$ cat src/rtl/piezo_pkg.sv
// Shared types, pad count and constant helpers for the piezo tone driver.
package piezo_pkg;

  typedef enum logic [1:0] {
    IDLE = 2'd0,
    PLAY = 2'd1,
    GAP  = 2'd2
  } state_t;

  localparam int NUM_PADS = 4;

  typedef logic [1:0] pad_idx_t;

  // Repeated addition keeps the pitch table free of any multiplier.
  function automatic int hp_of(int base, int step, int idx);
    int hp = base;
    for (int i = 0; i < idx; i++) begin
      hp += step;
    end
    return hp;
  endfunction

  function automatic int cnt_width(int max_count);
    return (max_count > 1) ? $clog2(max_count) : 1;
  endfunction

endpackage

$ cat src/rtl/drum_sync_edge.sv
// Two-flop synchroniser plus rising-edge detector for the raw pad levels.
module drum_sync_edge
  import piezo_pkg::*;
(
  input  logic                clk,
  input  logic                rst_n,
  input  logic [NUM_PADS-1:0] drum,
  output logic [NUM_PADS-1:0] hit
);

  logic [NUM_PADS-1:0] s1_q, s1_d;
  logic [NUM_PADS-1:0] s2_q, s2_d;
  logic [NUM_PADS-1:0] prev_q, prev_d;
  logic [1:0]          settle_q, settle_d;

  // Edges are suppressed until prev holds a post-reset sample, so a pad held through reset is not a hit.
  always_comb begin
    s1_d     = drum;
    s2_d     = s1_q;
    prev_d   = s2_q;
    settle_d = (settle_q == 2'd3) ? settle_q : settle_q + 2'd1;
  end

  always_ff @(posedge clk) begin
    if (!rst_n) begin
      s1_q     <= '0;
      s2_q     <= '0;
      prev_q   <= '0;
      settle_q <= '0;
    end else begin
      s1_q     <= s1_d;
      s2_q     <= s2_d;
      prev_q   <= prev_d;
      settle_q <= settle_d;
    end
  end

  assign hit = (settle_q == 2'd3) ? (s2_q & ~prev_q) : '0;

endmodule

$ cat src/rtl/piezo_tone_driver.sv
// Pad hits to a single arbitrated square-wave tone with LED indication.
// Optional per-pad hit lockout is enabled by defining PIEZO_DEBOUNCE_EN.
module piezo_tone_driver
  import piezo_pkg::*;
#(
  parameter int HP_BASE    = 25000,
  parameter int HP_STEP    = 5000,
  parameter int DUR_CYCLES = 5000000,
  parameter int GAP_CYCLES = 500000
`ifdef PIEZO_DEBOUNCE_EN
  ,
  parameter int DEB_CYCLES = 1000000
`endif
) (
  input  logic       clk,
  input  logic       rst_n,
  input  logic [3:0] drum,
  output logic       piezo,
  output logic [3:0] led,
  output logic       busy
);

  localparam int HP_MAX = hp_of(HP_BASE, HP_STEP, NUM_PADS - 1);
  localparam int HP_W   = cnt_width(HP_MAX);
  localparam int DUR_W  = cnt_width(DUR_CYCLES);
  localparam int GAP_W  = cnt_width(GAP_CYCLES);

  localparam logic [HP_W-1:0]  HP_LAST0 = HP_W'(hp_of(HP_BASE, HP_STEP, 0) - 1);
  localparam logic [HP_W-1:0]  HP_LAST1 = HP_W'(hp_of(HP_BASE, HP_STEP, 1) - 1);
  localparam logic [HP_W-1:0]  HP_LAST2 = HP_W'(hp_of(HP_BASE, HP_STEP, 2) - 1);
  localparam logic [HP_W-1:0]  HP_LAST3 = HP_W'(hp_of(HP_BASE, HP_STEP, 3) - 1);
  localparam logic [DUR_W-1:0] DUR_LAST = DUR_W'(DUR_CYCLES - 1);
  localparam logic [GAP_W-1:0] GAP_LAST = GAP_W'(GAP_CYCLES - 1);

  logic [NUM_PADS-1:0] hit, hit_ok;
  logic                win_valid;
  pad_idx_t            win_idx;

  state_t           state_q, state_d;
  pad_idx_t         pad_q, pad_d;
  logic [HP_W-1:0]  hp_cnt_q, hp_cnt_d;
  logic [DUR_W-1:0] dur_cnt_q, dur_cnt_d;
  logic [GAP_W-1:0] gap_cnt_q, gap_cnt_d;
  logic             piezo_q, piezo_d;
  logic [HP_W-1:0]  hp_last;
  logic             preempt, retrig, hp_wrap;

  drum_sync_edge u_sync (
    .clk   (clk),
    .rst_n (rst_n),
    .drum  (drum),
    .hit   (hit)
  );

`ifdef PIEZO_DEBOUNCE_EN
  localparam int DEB_W = cnt_width(DEB_CYCLES + 1);

  logic [DEB_W-1:0] lock_q [NUM_PADS];
  logic [DEB_W-1:0] lock_d [NUM_PADS];
  logic             accept;

  // A hit is accepted when it starts, preempts or retriggers a tone; only then is its pad locked out.
  always_comb begin
    accept = win_valid && ((state_q == IDLE) || ((state_q == PLAY) && (win_idx <= pad_q)));
    for (int i = 0; i < NUM_PADS; i++) begin
      hit_ok[i] = hit[i] & (lock_q[i] == '0);
      if (accept && (win_idx == pad_idx_t'(i))) begin
        lock_d[i] = DEB_W'(DEB_CYCLES);
      end else if (lock_q[i] != '0) begin
        lock_d[i] = lock_q[i] - 1'b1;
      end else begin
        lock_d[i] = lock_q[i];
      end
    end
  end

  always_ff @(posedge clk) begin
    for (int i = 0; i < NUM_PADS; i++) begin
      if (!rst_n) lock_q[i] <= '0;
      else        lock_q[i] <= lock_d[i];
    end
  end
`else
  assign hit_ok = hit;
`endif

  always_comb begin
    win_valid = 1'b0;
    win_idx   = '0;
    for (int i = NUM_PADS - 1; i >= 0; i--) begin
      if (hit_ok[i]) begin
        win_valid = 1'b1;
        win_idx   = pad_idx_t'(i);
      end
    end
  end

  always_comb begin
    case (pad_q)
      2'd0:    hp_last = HP_LAST0;
      2'd1:    hp_last = HP_LAST1;
      2'd2:    hp_last = HP_LAST2;
      default: hp_last = HP_LAST3;
    endcase
  end

  // Retrigger leaves pitch and phase alone and only restarts the duration count.
  always_comb begin
    state_d   = state_q;
    pad_d     = pad_q;
    hp_cnt_d  = hp_cnt_q;
    dur_cnt_d = dur_cnt_q;
    gap_cnt_d = gap_cnt_q;
    piezo_d   = piezo_q;
    preempt   = win_valid && (win_idx < pad_q);
    retrig    = win_valid && (win_idx == pad_q);
    hp_wrap   = (hp_cnt_q == hp_last);

    case (state_q)
      IDLE: begin
        if (win_valid) begin
          state_d   = PLAY;
          pad_d     = win_idx;
          hp_cnt_d  = '0;
          dur_cnt_d = '0;
          piezo_d   = 1'b1;
        end
      end
      PLAY: begin
        if (preempt) begin
          pad_d     = win_idx;
          hp_cnt_d  = '0;
          dur_cnt_d = '0;
          piezo_d   = 1'b1;
        end else if ((dur_cnt_q == DUR_LAST) && !retrig) begin
          state_d   = GAP;
          hp_cnt_d  = '0;
          dur_cnt_d = '0;
          gap_cnt_d = '0;
          piezo_d   = 1'b0;
        end else begin
          hp_cnt_d  = hp_wrap ? '0 : hp_cnt_q + 1'b1;
          piezo_d   = hp_wrap ? ~piezo_q : piezo_q;
          dur_cnt_d = retrig ? '0 : dur_cnt_q + 1'b1;
        end
      end
      GAP: begin
        if (gap_cnt_q == GAP_LAST) begin
          state_d   = IDLE;
          gap_cnt_d = '0;
        end else begin
          gap_cnt_d = gap_cnt_q + 1'b1;
        end
      end
      default: state_d = IDLE;
    endcase
  end

  always_ff @(posedge clk) begin
    if (!rst_n) begin
      state_q   <= IDLE;
      pad_q     <= '0;
      hp_cnt_q  <= '0;
      dur_cnt_q <= '0;
      gap_cnt_q <= '0;
      piezo_q   <= 1'b0;
    end else begin
      state_q   <= state_d;
      pad_q     <= pad_d;
      hp_cnt_q  <= hp_cnt_d;
      dur_cnt_q <= dur_cnt_d;
      gap_cnt_q <= gap_cnt_d;
      piezo_q   <= piezo_d;
    end
  end

  assign piezo = piezo_q;
  assign led   = (state_q == PLAY) ? (4'b0001 << pad_q) : 4'b0000;
  assign busy  = (state_q != IDLE);

endmodule

$ cat config.mk
export PLATFORM = sky130hd
export DESIGN_NAME = piezo_tone_driver
export DESIGN_NICKNAME = d
export VERILOG_FILES = /design/src/rtl/piezo_pkg.sv /design/src/rtl/drum_sync_edge.sv /design/src/rtl/piezo_tone_driver.sv
export SDC_FILE = /design/constraint.sdc
export NUM_CORES = 1
export LEC_CHECK = 0
export BUFFER_PORTS_ARGS = -buffer_cell sky130_fd_sc_hd__buf_2
export CORE_UTILIZATION = 35
export CTS_CLUSTER_DIAMETER = 80
export DETAILED_ROUTE_END_ITERATION = 12
export PLACE_DENSITY = 0.53
export REMOVE_ABC_BUFFERS = 1
export SLEW_MARGIN = 20
export SYNTH_ARGS = -nofsm -noshare
export SYNTH_HDL_FRONTEND = slang
export SYNTH_HIERARCHICAL = 1
export SYNTH_SLANG_ARGS = --single-unit
$ cat constraint.sdc
create_clock -name clk -period 3.8 [get_ports clk]
set_input_delay 0.19 -clock clk [delete_from_list [all_inputs] [get_ports clk]]
set_output_delay 0.19 -clock clk [all_outputs]
set_load 0.02 [all_outputs]
After elaboration in Yosys (flattened, before gate mapping)

Cells that the tools add are included.

Register bits after elaboration: 77
Logic and storage cells: 86
Output and inout port bits: 6
Input port bits: 6

Reduce and logical (&&, ||, !) cells: 14
Equal/unequal tests: 15
Shift operators: 1
Bitwise logic cells: 3
Multiplexer cells: 38
Add/subtract/negate cells: 4
Order comparisons: 1

Operators with widths:

| kind                  | number |
|---|---|
| $mux 23               | 4 |
| $mux 16               | 4 |
| $mux 19               | 3 |
| $pmux 16 s3           | 1 |
| $pmux 23 s2           | 1 |
| $pmux 19 s2           | 1 |
| $pmux 16 s2           | 1 |
| $add 23x1->23 const B | 1 |
| $eq 23x23->1 const B  | 1 |
| $mux 2                | 10 |
| $add 19x1->19 const B | 1 |
| $eq 19x19->1 const B  | 1 |
| $add 16x1->16 const B | 1 |
| $eq 16x16->1          | 1 |
| $ne 2x2->1 const B    | 5 |
| $reduce_and 3->1      | 3 |
| $mux 1                | 8 |
| $mux 4                | 2 |
| $eq 2x2->1 const B    | 3 |
| $pmux 2 s3            | 1 |
| $reduce_bool 2->1     | 3 |
| $and 4x4->4           | 1 |
| $eq 2x1->1 const B    | 2 |
| $logic_not 2->1       | 2 |
| 13 further kinds      | 15 |

Logic depth before layout (Yosys ltp)

Gate-level depths: netlist (run 1).

Word-level depth: 14
Gate-level depth with buffers: 12
Mapped depth without buffers: 11

By module

Netlist (run 1), hierarchy kept.

By module, submodules not included:

| module            | area each (um2) | cells an instance | sequential area each (um2) | times used |
|---|---|---|---|---|
| piezo_tone_driver | 3333.2          | 419               | 1261.2                     | 1 |
| drum_sync_edge    | 452.9           | 38                | 280.3                      | 1 |

Worst setup path before layout (run 1)

OpenSTA, ideal clock, no wires.

Kind: reg2reg
Start point: reg u_sync.settle_q[0]
End point: reg dur_cnt_q[10]
Cell stages (with the launch flop): 13
Arrival time: 2.689 ns
Slack: 0.983 ns
Period minus slack after synthesis: 2.817 ns
Buffers on the path: 1
Data required time: 3.672 ns
Setup time: 0.128 ns
Cell sequence: dfxtp_1 > ha_1 > and3b_1 > nor2_1 > nor3_1 > ha_1 > nor2b_1 > o31ai_1 > nand2b_1 > nor2_1 > o21ai_1 > clkbuf_1 > nor2_1

Elaborated cells between the ends (all ways): 22
Those cells by class: 1 x order compare; 3 x eq/ne; 13 x mux; 5 x reduce/logical

RTL lines:

| item                     | RTL line                 | text |
|---|---|---|
| start: declaration       | drum_sync_edge.sv:14     | `logic [1:0] settle_q, settle_d;` |
| start signal: assignment | drum_sync_edge.sv:34     | `settle_q <= settle_d;` |
| $eq 2x2->1 (*)           | drum_sync_edge.sv:38     | `assign hit = (settle_q == 2'd3) ? (s2_q & ~prev_q) : '0;` |
| $mux 4 (*)               | drum_sync_edge.sv:38     |  |
| named net hit[2]         | piezo_tone_driver.sv:35  | `logic [NUM_PADS-1:0] hit, hit_ok;` |
| $mux 2 (3 in series)     | piezo_tone_driver.sv:91  | `if (hit_ok[i]) begin` |
| $eq 2x2->1               | piezo_tone_driver.sv:116 | `retrig = win_valid && (win_idx == pad_q);` |
| $logic_and 1x1->1        | piezo_tone_driver.sv:116 |  |
| $logic_not 1->1          | piezo_tone_driver.sv:135 | `end else if ((dur_cnt_q == DUR_LAST) && !retrig) begin` |
| $logic_and 1x1->1        | piezo_tone_driver.sv:135 |  |
| $mux 23                  | piezo_tone_driver.sv:135 |  |
| $mux 23                  | piezo_tone_driver.sv:130 | `if (preempt) begin` |
| $pmux 23 s2              | piezo_tone_driver.sv:119 | `case (state_q)` |
| end signal: assignment   | piezo_tone_driver.sv:171 | `dur_cnt_q <= dur_cnt_d;` |
| end: declaration         | piezo_tone_driver.sv:42  | `logic [DUR_W-1:0] dur_cnt_q, dur_cnt_d;` |

The timed path passes the listed nets; every way through them passes the cells marked *.
A chain may end at the register's enable or synchronous reset.

Worst setup path in the final report (run 1)

Start point: reg u_sync.settle_q[0]
End point: reg dur_cnt_q[11]

Same word-level chain as after synthesis.

==> results.ini, run 1 <==
[route]
dr.max_layer_used = met4
route.met3.wl_um = 323
wire_per_inst_um = 14.20
drtIter0Drc = 116
firstDrtPassIters = 5
vias = 3205
route.layer.met1.wl_um = 4319
final_antenna_net_count = 0
detail_route.wirelength_um = 8605
remaining_drc_errors = 0
viasPerCell = 5.289
wl_met2_um = 3827

[setup_path]
critPathArrivalTime_ns = 3.33
cp.required_ns = 4.04
worst-path-max-fanout = 16
crit_path_end_kind = register
startpoint_type = register
crit_type = register to register

[job]
max-cap-violations = 0

[run_status]
outcome = finished clean

[timing]
final_hold_viol_count = 0
rsz0062_at_grt = false
fmax_mhz = 323.5
finalSetupViolations = 0
tightestPinTransition_ns = 0.7810
setup_slack_ns = 0.7090
slew_headroom_pct = 47.94
finalCritPeriodShare_pct = 81.34
setup_tns_ns = 0
fin_crit_ns = 3.091
slew_violations = 0
skew_ns = 0.008857

[final_layout]
fillCellCount = 1076
antenna_cells = 0
stdcell_area_um2 = 4149
fin_cells = 606
drive_gt1_share_pct = 8.085
syn2layout_area_growth_pct = 9.584
finalNetCount = 479

[synthesis]
ys_seq_area_share_pct = 40.71
syn_inst = 457
ys_warn_count = 6
syn_area_um2 = 3786
synth-async-reset-ratio_pct = 0
avgSynthCellArea_um2 = 8.285
synth.distinct_cells = 54
ys.flop_type = dfxtp_1
synth_edf_count = 0
ys_ff_latch = 77

[clocking]
clockRootBuffer = clkbuf_8
ctsHoldBuffers = 0
cts-htree-levels = 3
postCtsSetupBuffers = 0
numCtsBuffers = 9
clock_sinks = 77
clk_latency_ns = 0.36
cts_tree = done
cts_buffer_depth = 2
cts-resized-gates = 0
clk_pin_slew_ns = 0.07

[placed_design]
portBuffers = 11
post-dp-hpwl_um = 5890
place_area_um2 = 3950
gp_congestion = 0.7815
dpl.cell_count = 591
pre_cts_slack_ns = 0.7714

[floorplan]
design.die.area_um2 = 11240
die_width_um = 106.0
ios = 12
start_util_pct = 36.35
core_area_um2 = 10420
die_y_um = 106.0
rows = 37

[global_routing]
grt_max_degree = 33
grt-ovfl-total = 0
antenna_found_initial = 0
grt_usage_pct = 16.27
grt_pass1_wl_um = 14630
grt_pass1_vias = 3137

[power_and_ir_drop]
powerDensity_nw_per_um2 = 376.8
peakVddDrop_mv = 0.2589
power_leakage_nw = 1.398

[worst_hold_path]
hp-class = input port to register

==> layout by cell type (no fill, tap or decap), types with 2 or more instances in the layout <==
cell type / instances
buf_2: 11
nand4b_1: 5
o31ai_1: 4
inv_1: 7
ha_1: 7
nand3_1: 22
mux2i_1: 2
a211o_1: 2
buf_4: 4
nand2_1: 47
nor2b_1: 7
o21ai_1: 10
o21a_1: 2
nand4_1: 14
a311oi_1: 2
clkinv_2: 2
and4_1: 4
xor2_1: 15
a21oi_1: 17
a31oi_1: 12
o21ai_0: 14
clkbuf_8: 11
a21boi_1: 2
nor4b_1: 8
nor4_1: 5
dfxtp_1: 77
xnor2_1: 17
nor3_1: 22
nand2b_1: 4
and3b_1: 3
nor2_1: 62
and3_1: 10
and4b_1: 2
and2_1: 15
==> cells in the mapped netlist, drive strengths merged (2+ instances only) <==
library cell / count / area, um^2
nand4b: 5 / 43.79
nand2b: 4 / 25.02
xnor2: 17 / 148.9
inv: 7 / 26.28
a21o: 2 / 16.27
mux2i: 2 / 20.02
nor4b: 8 / 70.07
nand2: 47 / 176.4
clkbuf: 12 / 45.04
a311oi: 2 / 17.52
and3b: 3 / 26.28
nand4: 14 / 87.58
nor2: 62 / 232.7
and4b: 2 / 20.02
nor4: 6 / 43.79
o31ai: 5 / 51.30
dfxtp: 77 / 1541
nor3: 22 / 110.1
and2: 15 / 93.84
a211o: 2 / 17.52
ha: 7 / 87.58
a21oi: 17 / 85.08
o21ai: 25 / 128.9
nand3: 22 / 110.1
nor2b: 7 / 43.79
buf: 5 / 46.29
o21a: 2 / 15.01
xor2: 15 / 131.4
and3: 10 / 62.56
or4: 2 / 18.77
a21boi: 2 / 15.01
and4: 4 / 35.03
a31oi: 12 / 75.07
==> area by class of cell <==
type                       count  area, um^2  share of cell area, %
multi-input combinational    356        2127                  51.27
sequential                    77        1541                  37.15
tap                          136       170.2                  4.101
clock buffer                  11       151.4                  3.649
timing repair buffer          15       85.08                  2.051
clock inverter                 4       47.55                  1.146
inverter                       7       26.28                 0.6333
==> flip-flops by register name, indices dropped and copies added (netlist names) <==
register and cells:
u_sync/s1_q 4, hp_cnt_q 16, pad_q 2, dur_cnt_q 23, gap_cnt_q 19, u_sync/prev_d 4
u_sync/prev_q 4, state_q 2, piezo 1, u_sync/settle_q 2
==> critical path: stages (launching register included) <==
cell and delay, ns:
dfxtp_1 0.37, ha_1 0.21, and3b_1 0.24, nor2_1 0.06, nor3_1 0.24, ha_1 0.30, nor2b_1 0.14, o31ai_1 0.51
nand2b_1 0.29, nor2_1 0.13, o21ai_1 0.17, buf_4 0.25, a21oi_1 0.06
==> cell families after synthesis <==
logic type | share of synthesized area (%)
and+or+nand+nor | 32.75
muxes | 0.5288
adders and majority gates | 2.313
buffers and inverters | 3.106
xor gates and xnor gates | 7.403
AOI/OAI and AO/OA | 13.19
DFF | 40.71
==> power breakdown <==
part            total, W  internal, W  switching (W)
clock           0.000634     0.000333       0.000301
sequential      0.000833     0.000821      0.0000112
combinational  0.0000969    0.0000361      0.0000608
==> per-stage QoR <==
stage	util (%)	hold WS (ns)	total power, W
finish	39.83	0.03443	0.001563
global route	39.83	0.01484	0.001638
CTS	39.83	0.01365	0.001594
detailed placement	37.92	0.3963	0.0009500
global placement	37.92	0.3929	0.0009456
floorplan	-	0.3077	0.0009109
==> metal layers <==
metal | vias to the layer above | global-route usage (%)
met1 | 1489 | 20.30
met5 | - | 0
met4 | 0 | 7.341
met3 | 13 | 4.169
li1 | 1649 | -
met2 | 54 | 26.33
==> worst paths after layout <==
path / startpoint / endpoint / slack, ns / cells after the start
min: drum[1] / u_sync/s1_q[1] / 0.03 / 2
min reg2reg: u_sync/s1_q[3] / u_sync/prev_d[3] / 0.44 / 1
max reg2reg: u_sync/settle_q[0] / dur_cnt_q[11] / 0.71 / 12
max: u_sync/settle_q[0] / dur_cnt_q[11] / 0.71 / 12
No activity file was read; power rests on OpenSTA's default activity.
==> run 2, diff against run 1 <==
==> constraint.sdc (replaced) <==
create_clock -name clk -period 2.9 [get_ports clk]
set_input_delay 0.145 -clock clk [delete_from_list [all_inputs] [get_ports clk]]
set_output_delay 0.145 -clock clk [all_outputs]
set_load 0.02 [all_outputs]
==> run 2 against run 1 <==
Effect of this change: first-iteration DRC count increased by 14%; non-clock buffer count increased by 13; critical path depth unchanged; largest cell class unchanged; largest power group unchanged.
==> results.ini, run 2 (same netlist as run 1, synthesis figures left out) <==
[run_status]
outcome = finished clean

[floorplan]
design.die.area_um2 = 11240  ; unchanged
die_y_um = 106.0  ; unchanged
start_util_pct = 36.35  ; unchanged
ios = 12  ; unchanged
rows = 37  ; unchanged
core_area_um2 = 10420  ; unchanged
die_width_um = 106.0  ; unchanged

[timing]
tightestPinTransition_ns = 0.7134  ; -0.06757 ns
final_hold_viol_count = 0  ; unchanged
rsz0062_at_grt = false
finalSetupViolations = 0  ; unchanged
fin_crit_ns = 2.597  ; -0.4940 ns
skew_ns = 0.009926  ; +0.001069 ns
slew_headroom_pct = 52.44  ; +4.5 points
slew_violations = 0  ; unchanged
timing.hold.ws_ns = 0.2856  ; +0.2511 ns
fmax_mhz = 385.1  ; +19%
finalCritPeriodShare_pct = 89.55  ; +8.2 points

[route]
viasPerCell = 5.263  ; -0.48%
drtIter0Drc = 132  ; +14%
vias = 3258  ; +1.7%
wire_per_inst_um = 13.63  ; -4.0%
firstDrtPassIters = 6  ; +1
final_antenna_net_count = 0  ; unchanged
detail_route.wirelength_um = 8434  ; -2.0%
remaining_drc_errors = 0  ; unchanged

[setup_path]
cp.required_ns = 3.16  ; -0.88 ns
worst-path-max-fanout = 9  ; -7
crit_type = register to register
critPathArrivalTime_ns = 2.85  ; -0.48 ns
r2r_cells = 12  ; unchanged
startpoint_type = register
crit_path_end_kind = register

[clocking]
cts_buffer_depth = 2  ; unchanged
clock_sinks = 77  ; unchanged
numCtsBuffers = 9  ; unchanged
cts_tree = done
clk_pin_slew_ns = 0.08  ; about the same
clk_latency_ns = 0.36  ; about the same
cts-htree-levels = 3  ; unchanged
clockRootBuffer = clkbuf_8

[power_and_ir_drop]
power_leakage_nw = 1.453  ; +3.9%
power_w = 0.001947  ; +25%
powerDensity_nw_per_um2 = 458.6  ; +22%
peakVddDrop_mv = 0.2576  ; -0.52%

[placed_design]
post-dp-hpwl_um = 5772  ; -2.0%
gp_congestion = 0.7948  ; +1.7%
portBuffers = 11  ; unchanged

[final_layout]
final_common_cell = dfxtp_1
regArea_um2 = 1541  ; unchanged
reg.largest.list = dur_cnt_q (23), gap_cnt_q (19), hp_cnt_q (16)
finalNetCount = 492  ; +2.7%
mostFrequentLayoutCells = dfxtp_1 (77), nor2_1 (62), nand2_1 (47), nand3_1 (22), nor3_1 (20)
multiInputGateArea_um2 = 2137  ; +0.47%
drive_gt1_share_pct = 10.14  ; +2.1 points
largest_reg_flops = 23  ; unchanged
fillCellCount = 1074  ; -0.19%
syn2layout_area_growth_pct = 12.13
antenna_cells = 0  ; unchanged
top_register = dur_cnt_q

[global_routing]
grt_pass1_vias = 3124  ; -0.41%
grt_pass1_wl_um = 14810  ; +1.2%
grt-ovfl-total = 0  ; unchanged
grt_max_degree = 32  ; -3.0%
antenna_found_initial = 0  ; unchanged
grt_usage_pct = 16.74  ; +0.47 points

[worst_hold_path]
hp-class = input port to register
min_path_cells = 3  ; +1

[job]
max-cap-violations = 0  ; unchanged

[run 2: through the flow]
stage | cell area, um^2 | cells | setup slack [ns] | util, % | TNS, ns
after detailed placement | 4030 | 600 | 0.1692 | 38.69 | 0
final | 4245 | 619 | 0.3030 | 40.76 | 0
after CTS | 4235 | 619 | 0.1465 | 40.66 | 0
after global routing | 4245 | 619 | 0.05464 | 40.76 | 0
after global placement | 4030 | 600 | 0.2223 | 38.69 | 0
after floorplan | 3695 | 440 | -0.2461 | - | -5.515
[run 2: path summary, 6_finish.rpt]
kind	slack, ns	start	endpoint
min	0.29	rst_n	gap_cnt_q[18]
max	0.30	u_sync/settle_q[0]	hp_cnt_q[10]
min reg2reg	0.43	u_sync/s1_q[0]	u_sync/prev_d[0]
max reg2reg	0.30	u_sync/settle_q[0]	hp_cnt_q[10]
[run 2: routing by layer]
| layer | vias up | routed length (um) | GRT usage [%] |
|---|---|---|---|
| li1 | 1671 | - | - |
| met1 | 1516 | 4251 | 21.24 |
| met2 | 60 | 3682 | 25.91 |
| met3 | 11 | 372 | 5.641 |
| met4 | 0 | 128 | 6.944 |
| met5 | - | 0 | 0 |
[run 2: area by class of cell]
type | count | share of cell area (%)
inverters | 7 | 0.6189
multi-input cells | 356 | 50.34
flip-flops and latches | 77 | 36.31
well taps | 136 | 4.008
clock inverters | 5 | 0.6484
clock buffers | 10 | 3.242
repair buffers | 28 | 4.833
[run 2: critical path: stages, from the launching register on]
cell and delay [ns]:
dfxtp_1 0.37, ha_1 0.20, and3b_1 0.24, nor2_1 0.08, nor3_2 0.17, ha_1 0.28
nor2b_1 0.14, o31ai_1 0.24, buf_4 0.19, nor3_2 0.07, o21ai_1 0.26, buf_4 0.21
nor2_1 0.05
[run 2: timing repair]
action | 4_1_cts | 5_1_grt
resized for setup | 0 | 2
setup endpoints to repair | 0 | 37
hold buffers | 4 | 0
buffers inserted | 0 | 0
hold endpoints to repair | 4 | 0
[run 2: power by group]
| part | internal, W | switching [W] | total (W) |
|---|---|---|---|
| sequential | 0.00108 | 0.0000145 | 0.00109 |
| clock | 0.000323 | 0.000395 | 0.000718 |
| combinational | 0.0000586 | 0.0000798 | 0.000138 |
==> run 3, diff against run 2 <==
--- a/config.mk
+++ b/config.mk
@@ -6,10 +6,10 @@
 export NUM_CORES = 1
 export LEC_CHECK = 0
 export BUFFER_PORTS_ARGS = -buffer_cell sky130_fd_sc_hd__buf_2
-export CORE_UTILIZATION = 35
+export CORE_UTILIZATION = 60
 export CTS_CLUSTER_DIAMETER = 80
 export DETAILED_ROUTE_END_ITERATION = 12
-export PLACE_DENSITY = 0.53
+export PLACE_DENSITY = 0.8
 export REMOVE_ABC_BUFFERS = 1
 export SLEW_MARGIN = 20
 export SYNTH_ARGS = -nofsm -noshare
==> run 3 against run 2 <==
Effect of this change: critical path depth increased by 1; worst setup slack lost 0.14 ns; critical path type unchanged; first-iteration DRC count is 65% higher; clock-buffer cell count up 1; sequential share of layout area is 0.65 points higher.
==> results.ini, run 3 (same netlist as run 1, synthesis figures left out) <==
[power_and_ir_drop]
power_leakage_nw = 1.435  ; -1.2%
powerDensity_nw_per_um2 = 459.5  ; +0.18%
power_w = 0.001916  ; -1.6%
peakVddDrop_mv = 0.3484  ; +35%

[timing]
timing.hold.ws_ns = 0.008138  ; -0.2774 ns
setup_tns_ns = 0  ; unchanged
rsz0062_at_grt = true
finalSetupViolations = 0  ; unchanged
finalCritPeriodShare_pct = 94.27  ; +4.7 points
final_hold_viol_count = 0  ; unchanged
slew_headroom_pct = 53.57  ; +1.1 points
fin_crit_ns = 2.734  ; +0.1367 ns
tightestPinTransition_ns = 0.6965  ; -0.01693 ns
fmax_mhz = 365.8  ; -5.0%
skew_ns = 0.006200  ; -0.003726 ns
slew_violations = 0  ; unchanged

[setup_path]
max_stage_delay_ns = 0.37  ; about the same
critPathArrivalTime_ns = 2.96  ; +0.11 ns
crit_slowest_cell = dfxtp_1
crit_top_cell = nor2_1
crit_type = register to register
path_cells = ha_2, and3b_2, nor2_1, nor3_2, ha_1, nor2b_2, o31ai_2, buf_4, nand2b_1, nor2_2, o21ai_1, buf_6, nor2_1
rrSetupSlack_ns = 0.17  ; -0.14 ns
worst_r2r_endpoint = dur_cnt_q[6]
r2r-start = u_sync/settle_q[1]
crit_cells = 13  ; +1
crit_family = simple AND/OR/NAND/NOR gates
worst-path-max-fanout = 23  ; +14
r2r_cells = 13  ; +1
crit_end = dur_cnt_q[6]
cp.required_ns = 3.13  ; -0.03 ns
startpoint_type = register
path_buf_inv = 2  ; unchanged
crit_path_start = u_sync/settle_q[1]
crit_path_end_kind = register

[route]
firstDrtPassIters = 5  ; -1
viasPerCell = 6.038  ; +15%
vias = 3339  ; +2.5%
detail_route.wirelength_um = 8070  ; -4.3%
final_antenna_net_count = 0  ; unchanged
wire_per_inst_um = 14.59  ; +7.1%
remaining_drc_errors = 0  ; unchanged
drtIter0Drc = 218  ; +65%

[final_layout]
utilization_pct = 69.61  ; +29 points
mostFrequentLayoutCells = dfxtp_1 (77), nor2_1 (60), nand2_1 (47), nand3_1 (22), nor3_1 (20)
top_register = dur_cnt_q
final_common_cell = dfxtp_1
syn2layout_area_growth_pct = 10.15
largest_reg_flops = 23  ; unchanged
finalNetCount = 489  ; -0.61%
reg.largest.list = dur_cnt_q (23), gap_cnt_q (19), hp_cnt_q (16)
drive_gt1_share_pct = 10.88  ; +0.73 points
antenna_cells = 0  ; unchanged
stdcell_area_um2 = 4170  ; -1.8%

[floorplan]
start_util_pct = 63.20  ; +27 points
die_y_um = 81.44  ; -23%
ios = 12  ; unchanged
core_area_um2 = 5991  ; -42%
die_width_um = 81.44  ; -23%
design.die.area_um2 = 6632  ; -41%
rows = 28  ; -24%

[placed_design]
gp_congestion = 0.8054  ; +1.3%
post-dp-hpwl_um = 5512  ; -4.5%
portBuffers = 11  ; unchanged
place_area_um2 = 3926  ; -2.6%

[clocking]
clock_sinks = 77  ; unchanged
clk_pin_slew_ns = 0.07  ; about the same
clockRootBuffer = clkbuf_8
cts_tree = done
cts_buffer_depth = 2  ; unchanged
numCtsBuffers = 9  ; unchanged
cts-htree-levels = 3  ; unchanged
clk_latency_ns = 0.35  ; about the same

[global_routing]
grt_pass1_vias = 3016  ; -3.5%
grt-ovfl-total = 0  ; unchanged
grt_usage_pct = 26.36  ; +9.6 points
grt_pass1_wl_um = 13510  ; -8.8%
grt_max_degree = 33  ; +3.1%
antenna_found_initial = 0  ; unchanged

[job]
max-cap-violations = 0  ; unchanged

[run_status]
outcome = finished clean

[worst_hold_path]
hp-class = input port to register

run 3: cell types whose count changed in the layout (fill, tap and decap cells not counted), sizes merged:
cell,delta
dlygate4sd3,-1
clkinv,-3
buf,-2
clkbuf,+1
run 3: metal layers:
layer | share of wire [%] | track usage (%) | vias up | wire [um]
met5 | 0 | 0 | - | 0
met4 | 1.4 | 10.71 | 0 | 109
met3 | 3.7 | 4.444 | 10 | 302
met2 | 48 | 43.92 | 77 | 3870
met1 | 47 | 33.66 | 1583 | 3788
li1 | - | - | 1669 | -
run 3: final cells by class:
| class | instances | area [um^2] |
|---|---|---|
| repair buffers | 25 | 171.4 |
| multi-input cells | 356 | 2183 |
| fillers | 476 | 1821 |
| clock inverters | 2 | 12.51 |
| inverters | 7 | 26.28 |
| flip-flops and latches | 77 | 1541 |
| clock buffers | 11 | 141.4 |
| well taps | 75 | 93.84 |
run 3: worst reg2reg max path, delay by kind of cell (launching register included):
| kind | cells | cell delay, ns |
|---|---|---|
| AO/OA/AOI/OAI | 2 | 0.37 |
| flip-flops | 1 | 0.37 |
| AND/OR/NAND/NOR | 7 | 0.97 |
| buffers and inverters | 2 | 0.39 |
| adder cells (fa/ha/maj) | 2 | 0.51 |
run 3: worst min path at each step:
stage / start / endpoint / depth (start not counted)
after floorplan: rst_n / gap_cnt_q[16] / 1
after global placement: drum[3] / u_sync/s1_q[3] / 2
after detailed placement: drum[1] / u_sync/s1_q[1] / 2
after CTS: drum[2] / u_sync/s1_q[2] / 2
after global routing: drum[0] / u_sync/s1_q[0] / 2
final: drum[0] / u_sync/s1_q[0] / 2
run 3: through the flow:
step	setup slack, ns	instances
after floorplan	-0.2461	440
after global placement	-0.01833	537
after detailed placement	-0.2103	537
after CTS	0.005713	552
after global routing	-0.03333	553
final	0.1663	553
run 3: power by group:
group	internal [W]	total, W	leakage [nW]	switching [W]
logic	0.0000564	0.000142	0.735	0.0000856
clock network	0.000319	0.000683	0.0771	0.000364
registers	0.00108	0.00109	0.623	0.0000148
run 3: what timing repair did:
item	in CTS	in global routing
resized for setup	1	13
cloned	0	0
setup endpoints to repair	13	47
buffers inserted	0	0
hold buffers	2	1
hold endpoints to repair	2	1
